--- src/rtl/fp_pkg.sv ---
// Shared floating-point datapath constants and the normalized beat format
// that travels from the normalizer to the rounder.
package fp_pkg;

  localparam int BIAS   = 7;
  localparam int MANT_W = 2 * BIAS + 1;
  localparam int CNT_W  = $clog2(MANT_W);
  localparam int EXP_W  = 4;

  // One normalized result: shifted mantissa, adjusted biased exponent, flags.
  typedef struct packed {
    logic [MANT_W-1:0] mant;
    logic [EXP_W-1:0]  exp;
    logic              zero;
    logic              uflow;
  } norm_beat_t;

endpackage

--- src/rtl/fp_norm_shift.sv ---
// Combinational normalization: shifts the mantissa left by the leading-zero
// count, lowers the exponent to match, and clamps to subnormal when the
// exponent runs out before the leading one reaches the MSB.
module fp_norm_shift
  import fp_pkg::*;
(
  input  logic [MANT_W-1:0] mant_i,
  input  logic [EXP_W-1:0]  exp_i,
  input  logic [CNT_W-1:0]  lz_i,
  output norm_beat_t        beat_o
);

  // A count of MANT_W (or more) means the LZD saw an all-zero mantissa.
  localparam logic [CNT_W-1:0] LZ_ALL_ZERO = CNT_W'(MANT_W);
  // Common width for the exponent-versus-count comparison.
  localparam int CMP_W = (EXP_W > CNT_W) ? EXP_W : CNT_W;

  logic [CMP_W-1:0] exp_cmp;
  logic [CMP_W-1:0] lz_cmp;

  assign exp_cmp = CMP_W'(exp_i);
  assign lz_cmp  = CMP_W'(lz_i);

  // Select zero / normal / underflow result; shifts discard bits above the MSB.
  always_comb begin
    beat_o = '0;
    if (lz_i >= LZ_ALL_ZERO) begin
      beat_o.zero = 1'b1;
    end else if (exp_cmp > lz_cmp) begin
      beat_o.mant = mant_i << lz_i;
      beat_o.exp  = exp_i - EXP_W'(lz_i);
    end else begin
      // Exponent exhausted: shift only as far as the exponent allows.
      beat_o.mant  = mant_i << CNT_W'(exp_i);
      beat_o.uflow = 1'b1;
    end
  end

endmodule

--- src/rtl/fp_normalizer.sv ---
// Two-stage normalizer between the LZD and the rounder.
// S1 captures the raw {mantissa, exponent, count}; S2 holds the normalized
// result. Each stage carries only a full bit, so there is no other FSM.
//
// Handshake: a beat moves on an interface in any cycle where its valid and
// ready are both high at the rising edge. The output beat (vld_o, data,
// flags) is held unchanged while vld_o=1 and rdy_i=0. rdy_o does not depend
// on vld_i, and vld_i may be withdrawn without a transfer.
module fp_normalizer
  import fp_pkg::*;
(
  input  logic              clk,
  input  logic              rst,
  input  logic              vld_i,
  output logic              rdy_o,
  input  logic [MANT_W-1:0] mant_i,
  input  logic [EXP_W-1:0]  exp_i,
  input  logic [CNT_W-1:0]  lz_i,
  output logic              vld_o,
  input  logic              rdy_i,
  output logic [MANT_W-1:0] mant_o,
  output logic [EXP_W-1:0]  exp_o,
  output logic              zero_o,
  output logic              uflow_o
);

  logic              s1_full_q, s1_full_d;
  logic [MANT_W-1:0] s1_mant_q, s1_mant_d;
  logic [EXP_W-1:0]  s1_exp_q,  s1_exp_d;
  logic [CNT_W-1:0]  s1_lz_q,   s1_lz_d;
  logic              s2_full_q, s2_full_d;
  norm_beat_t        s2_beat_q, s2_beat_d;
  norm_beat_t        calc_beat;

  logic adv1;
  logic adv2;
  logic acc;

  // S2 frees when empty or delivering; S1 moves forward whenever S2 frees.
  assign adv2  = ~s2_full_q | rdy_i;
  assign adv1  = adv2;
  assign rdy_o = ~rst & (~s1_full_q | adv1);
  assign acc   = vld_i & rdy_o;

  fp_norm_shift u_shift (
    .mant_i (s1_mant_q),
    .exp_i  (s1_exp_q),
    .lz_i   (s1_lz_q),
    .beat_o (calc_beat)
  );

  // Next-state for both stages: load on accept, advance when downstream frees.
  always_comb begin
    s1_full_d = s1_full_q;
    s1_mant_d = s1_mant_q;
    s1_exp_d  = s1_exp_q;
    s1_lz_d   = s1_lz_q;
    s2_full_d = s2_full_q;
    s2_beat_d = s2_beat_q;
    if (rdy_o) begin
      s1_full_d = vld_i;
    end
    if (acc) begin
      s1_mant_d = mant_i;
      s1_exp_d  = exp_i;
      s1_lz_d   = lz_i;
    end
    if (adv2) begin
      s2_full_d = s1_full_q;
      if (s1_full_q) begin
        s2_beat_d = calc_beat;
      end
    end
  end

  // Stage registers; reset empties both stages and drops in-flight beats.
  always_ff @(posedge clk) begin
    if (rst) begin
      s1_full_q <= 1'b0;
      s1_mant_q <= '0;
      s1_exp_q  <= '0;
      s1_lz_q   <= '0;
      s2_full_q <= 1'b0;
      s2_beat_q <= '0;
    end else begin
      s1_full_q <= s1_full_d;
      s1_mant_q <= s1_mant_d;
      s1_exp_q  <= s1_exp_d;
      s1_lz_q   <= s1_lz_d;
      s2_full_q <= s2_full_d;
      s2_beat_q <= s2_beat_d;
    end
  end

  // Outputs read zero for as long as reset is asserted.
  assign vld_o   = s2_full_q & ~rst;
  assign mant_o  = rst ? '0 : s2_beat_q.mant;
  assign exp_o   = rst ? '0 : s2_beat_q.exp;
  assign zero_o  = s2_beat_q.zero & ~rst;
  assign uflow_o = s2_beat_q.uflow & ~rst;

endmodule

--- config.mk ---
export PLATFORM = sky130hd
export DESIGN_NAME = fp_normalizer
export DESIGN_NICKNAME = d
export VERILOG_FILES = /design/src/rtl/fp_pkg.sv /design/src/rtl/fp_norm_shift.sv /design/src/rtl/fp_normalizer.sv
export SDC_FILE = /design/constraint.sdc
export NUM_CORES = 1
export LEC_CHECK = 0
export ABC_AREA = 1
export BUFFER_PORTS_ARGS = -buffer_cell sky130_fd_sc_hd__buf_2
export CAP_MARGIN = 20
export CORE_ASPECT_RATIO = 0.75
export CORE_MARGIN = 2
export CORE_UTILIZATION = 55
export CTS_CLUSTER_DIAMETER = 100
export DETAILED_ROUTE_END_ITERATION = 10
export GPL_ROUTABILITY_DRIVEN = 0
export PLACE_DENSITY_LB_ADDON = 0.2
export SYNTH_ARGS = -nofsm -noshare
export SYNTH_HDL_FRONTEND = slang
export SYNTH_SLANG_ARGS = --single-unit
--- constraint.sdc ---
create_clock -name clk -period 3 [get_ports clk]
set_input_delay 0.3 -clock clk [delete_from_list [all_inputs] [get_ports clk]]
set_output_delay 0.3 -clock clk [all_outputs]
set_load 0.01 [all_outputs]
==> impl_metrics.ini <==
[clock_network]
cts_root_buffer = clkbuf_8
clkTransAtPathRegs_ns = 0.08
cts.htree.levels = 2
cts_resized = 0
cts_num_sinks = 46
numCtsBuffers = 5
cts_tree = built
max-clock-path-buffers = 2
clock_latency_ns = 0.29
ctsHoldBuffers = 0
cts_setup_buffers = 0

[synth]
ys_ff_latch = 46
synth_seq_area_share_pct = 34.8
synthArstFlopShare_pct = 0
synth_edf_count = 0
syn_avg_cell_area_sq_um = 6.48
synth_fp_nets = 440
ys_types = 26
synth_area_sq_um = 2640
yosysWarningCount = 0
ys.flop_type = dfxtp_1
syn_inst = 408

[global_route]
overflow = 0
grt_pass1_wl_mm = 10.6
grt_pass1_vias = 2399
grt_util_all_layers_pct = 24.1
grt_antenna_before_repair = 0
grt_max_degree = 47

[worst_setup_path]
max_stage_delay_ns = 0.46
cp-start-kind = flop
path_max_fanout = 13
r2r_setup_slack_ns = 0.21
crit_type = flop to flop
cp.arrival_ns = 2.98
cp_cell_sequence = inv_1, fa_1, nand2_1, nand2_1, nand3_2, nand2_1, nand2_1, o21ai_0, o21ai_0, o21ai_0, nand2_1, nand2_1
crit_required_ns = 3.19
critical-path-slowest-cell = fa_1
crit_path_end_kind = flop
path_common_cell = nand2_1

[timing]
slew_viol_final = 0
fin_skew_ns = 0.00470
rsz0062_at_grt = false
setup_viol = 0
finalSetupTns_ns = 0
worstMarginPinSlew_ns = 0.540
timing.final.crit_share_pct = 92.9
final_hold_viol_count = 0
max_slew_margin_pct = 64.0
period_minus_slack_ns = 2.79
fmax_ghz = 0.359

[floorplan]
start_util_pct = 58.1
core_area_sq_um = 4550
fp.dieW_um = 84.0
fp-row-count = 21
ios = 50
die_h_um = 64.0
dieArea_sq_um = 5380

[drt]
ant_nets = 0
drc_errors = 0
firstDrtPassIters = 5
vias_per_cell = 5.30
wl_per_cell_um = 12.1
drt_iter0_drc = 196
num_vias = 2686
totalWireLength_mm = 6.12

[status]
status = complete, no violations

[power_and_ir_drop]
power_switching_mw = 0.651
combPwrFrac_pct = 38.4
p_leak_nw = 1.48
p_per_area_nw_per_um2 = 565
seq_power_share_pct = 40.7
power_frac_clock_pct = 21.0
total_power_mw = 1.68
power_switching_share_pct = 38.7
p_int_mw = 1.03
ir_drop_uv = 353

[final_layout]
drive_gt1_share_pct = 15.8
final_core_util_pct = 65.5
finish.instance_area_sq_um = 2980
final_cell_mix = nand2_1, nand3_1, inv_1, buf_2, dfxtp_1
area_growth_pct = 12.6
diodes = 0
final_common_cell = nand2_1
num-nets-final = 482

[hold_path]
hp-class = input pin to flop

[placed_design]
postPlaceCellArea_sq_um = 2900
dp_hpwl_mm = 4.61
port_buffers = 49

[job]
maxCapViolations = 0
[layer usage]
layer  GRT usage, %  wire (um)  vias up
li1               -          -     1390
met1           34.9       3050     1184
met2           36.7       2540      102
met3           4.52        431       10
met4           6.85         94        0
met5              0          0        -
[power by group through the flow]
stage	clock [mW]	combinational, mW	sequential [mW]
2_1_floorplan	0	0.501	0.693
3_3_place_gp	0	0.618	0.697
3_5_place_dp	0	0.626	0.698
4_1_cts	0.358	0.629	0.684
5_1_grt	0.388	0.724	0.690
6_report	0.353	0.645	0.684
[registers in the layout, indices dropped and copies added, names as in the netlist]
signal	cells
s2_beat_q	21
s1_mant_q	15
s1_exp_q	4
s1_lz_q	4
s1_full_q	1
s2_full_q	1
[per-stage QoR]
step | setup WS [ns] | instances | hold WS (ns)
finish | 0.212 | 507 | 0.203
global route | 0.00500 | 507 | 0.198
CTS | 0.276 | 507 | 0.195
detailed placement | 0.278 | 500 | 0.459
global placement | 0.497 | 500 | 0.451
floorplan | 0.906 | 408 | 0.413
[kinds of logic after synthesis]
logic type	after synthesis	synth area share [%]
and+or+nand+nor	221	35.7
buffers and inverters	82	12.7
AOI/OAI and AO/OA	53	13.7
DFF	46	34.8
adders and majority gates	5	2.65
xor gates and xnor gates	1	0.331
[synth_stat cells (3+ instances only)]
| master | n | area, sq um |
|---|---|---|
| o21ai_0 | 10 | 50.1 |
| nand3_1 | 66 | 330 |
| ha_1 | 4 | 50.1 |
| dfxtp_1 | 46 | 921 |
| nand2_1 | 118 | 443 |
| buf_2 | 4 | 20.0 |
| clkbuf_1 | 9 | 33.8 |
| o21ai_1 | 5 | 25.0 |
| inv_1 | 62 | 233 |
| o31ai_1 | 24 | 180 |
| nand2_2 | 3 | 18.8 |
| nor2_1 | 29 | 109 |
| a21oi_1 | 8 | 40.0 |
[worst paths after layout]
path	endpoint	startpoint	cells past startpoint
worst min register to register	s2_beat_q[1]	s2_beat_q[1]	2
worst min-delay path	s1_mant_q[12]	mant_i[12]	3
worst max-delay path	s2_beat_q[17]	s1_lz_q[1]	12
worst max register to register	s2_beat_q[17]	s1_lz_q[1]	12
[final cells by class]
cell class,instances,area (sq um)
clock buffer,7,76.3
fill,445,1570
inverter,63,236
multi-input combinational,280,1390
sequential,46,921
tap,57,71.3
timing repair buffer,54,283
[critical path: cells and delay by family (launching register included)]
family	cells	cell delay (ns)
AND/OR/NAND/NOR	7	1.01
flip-flops	1	0.45
buffers and inverters	1	0.15
adder cells (fa/ha/maj)	1	0.46
AO/OA/AOI/OAI	3	0.62
Note: power is estimated with default switching activity, not from simulation.
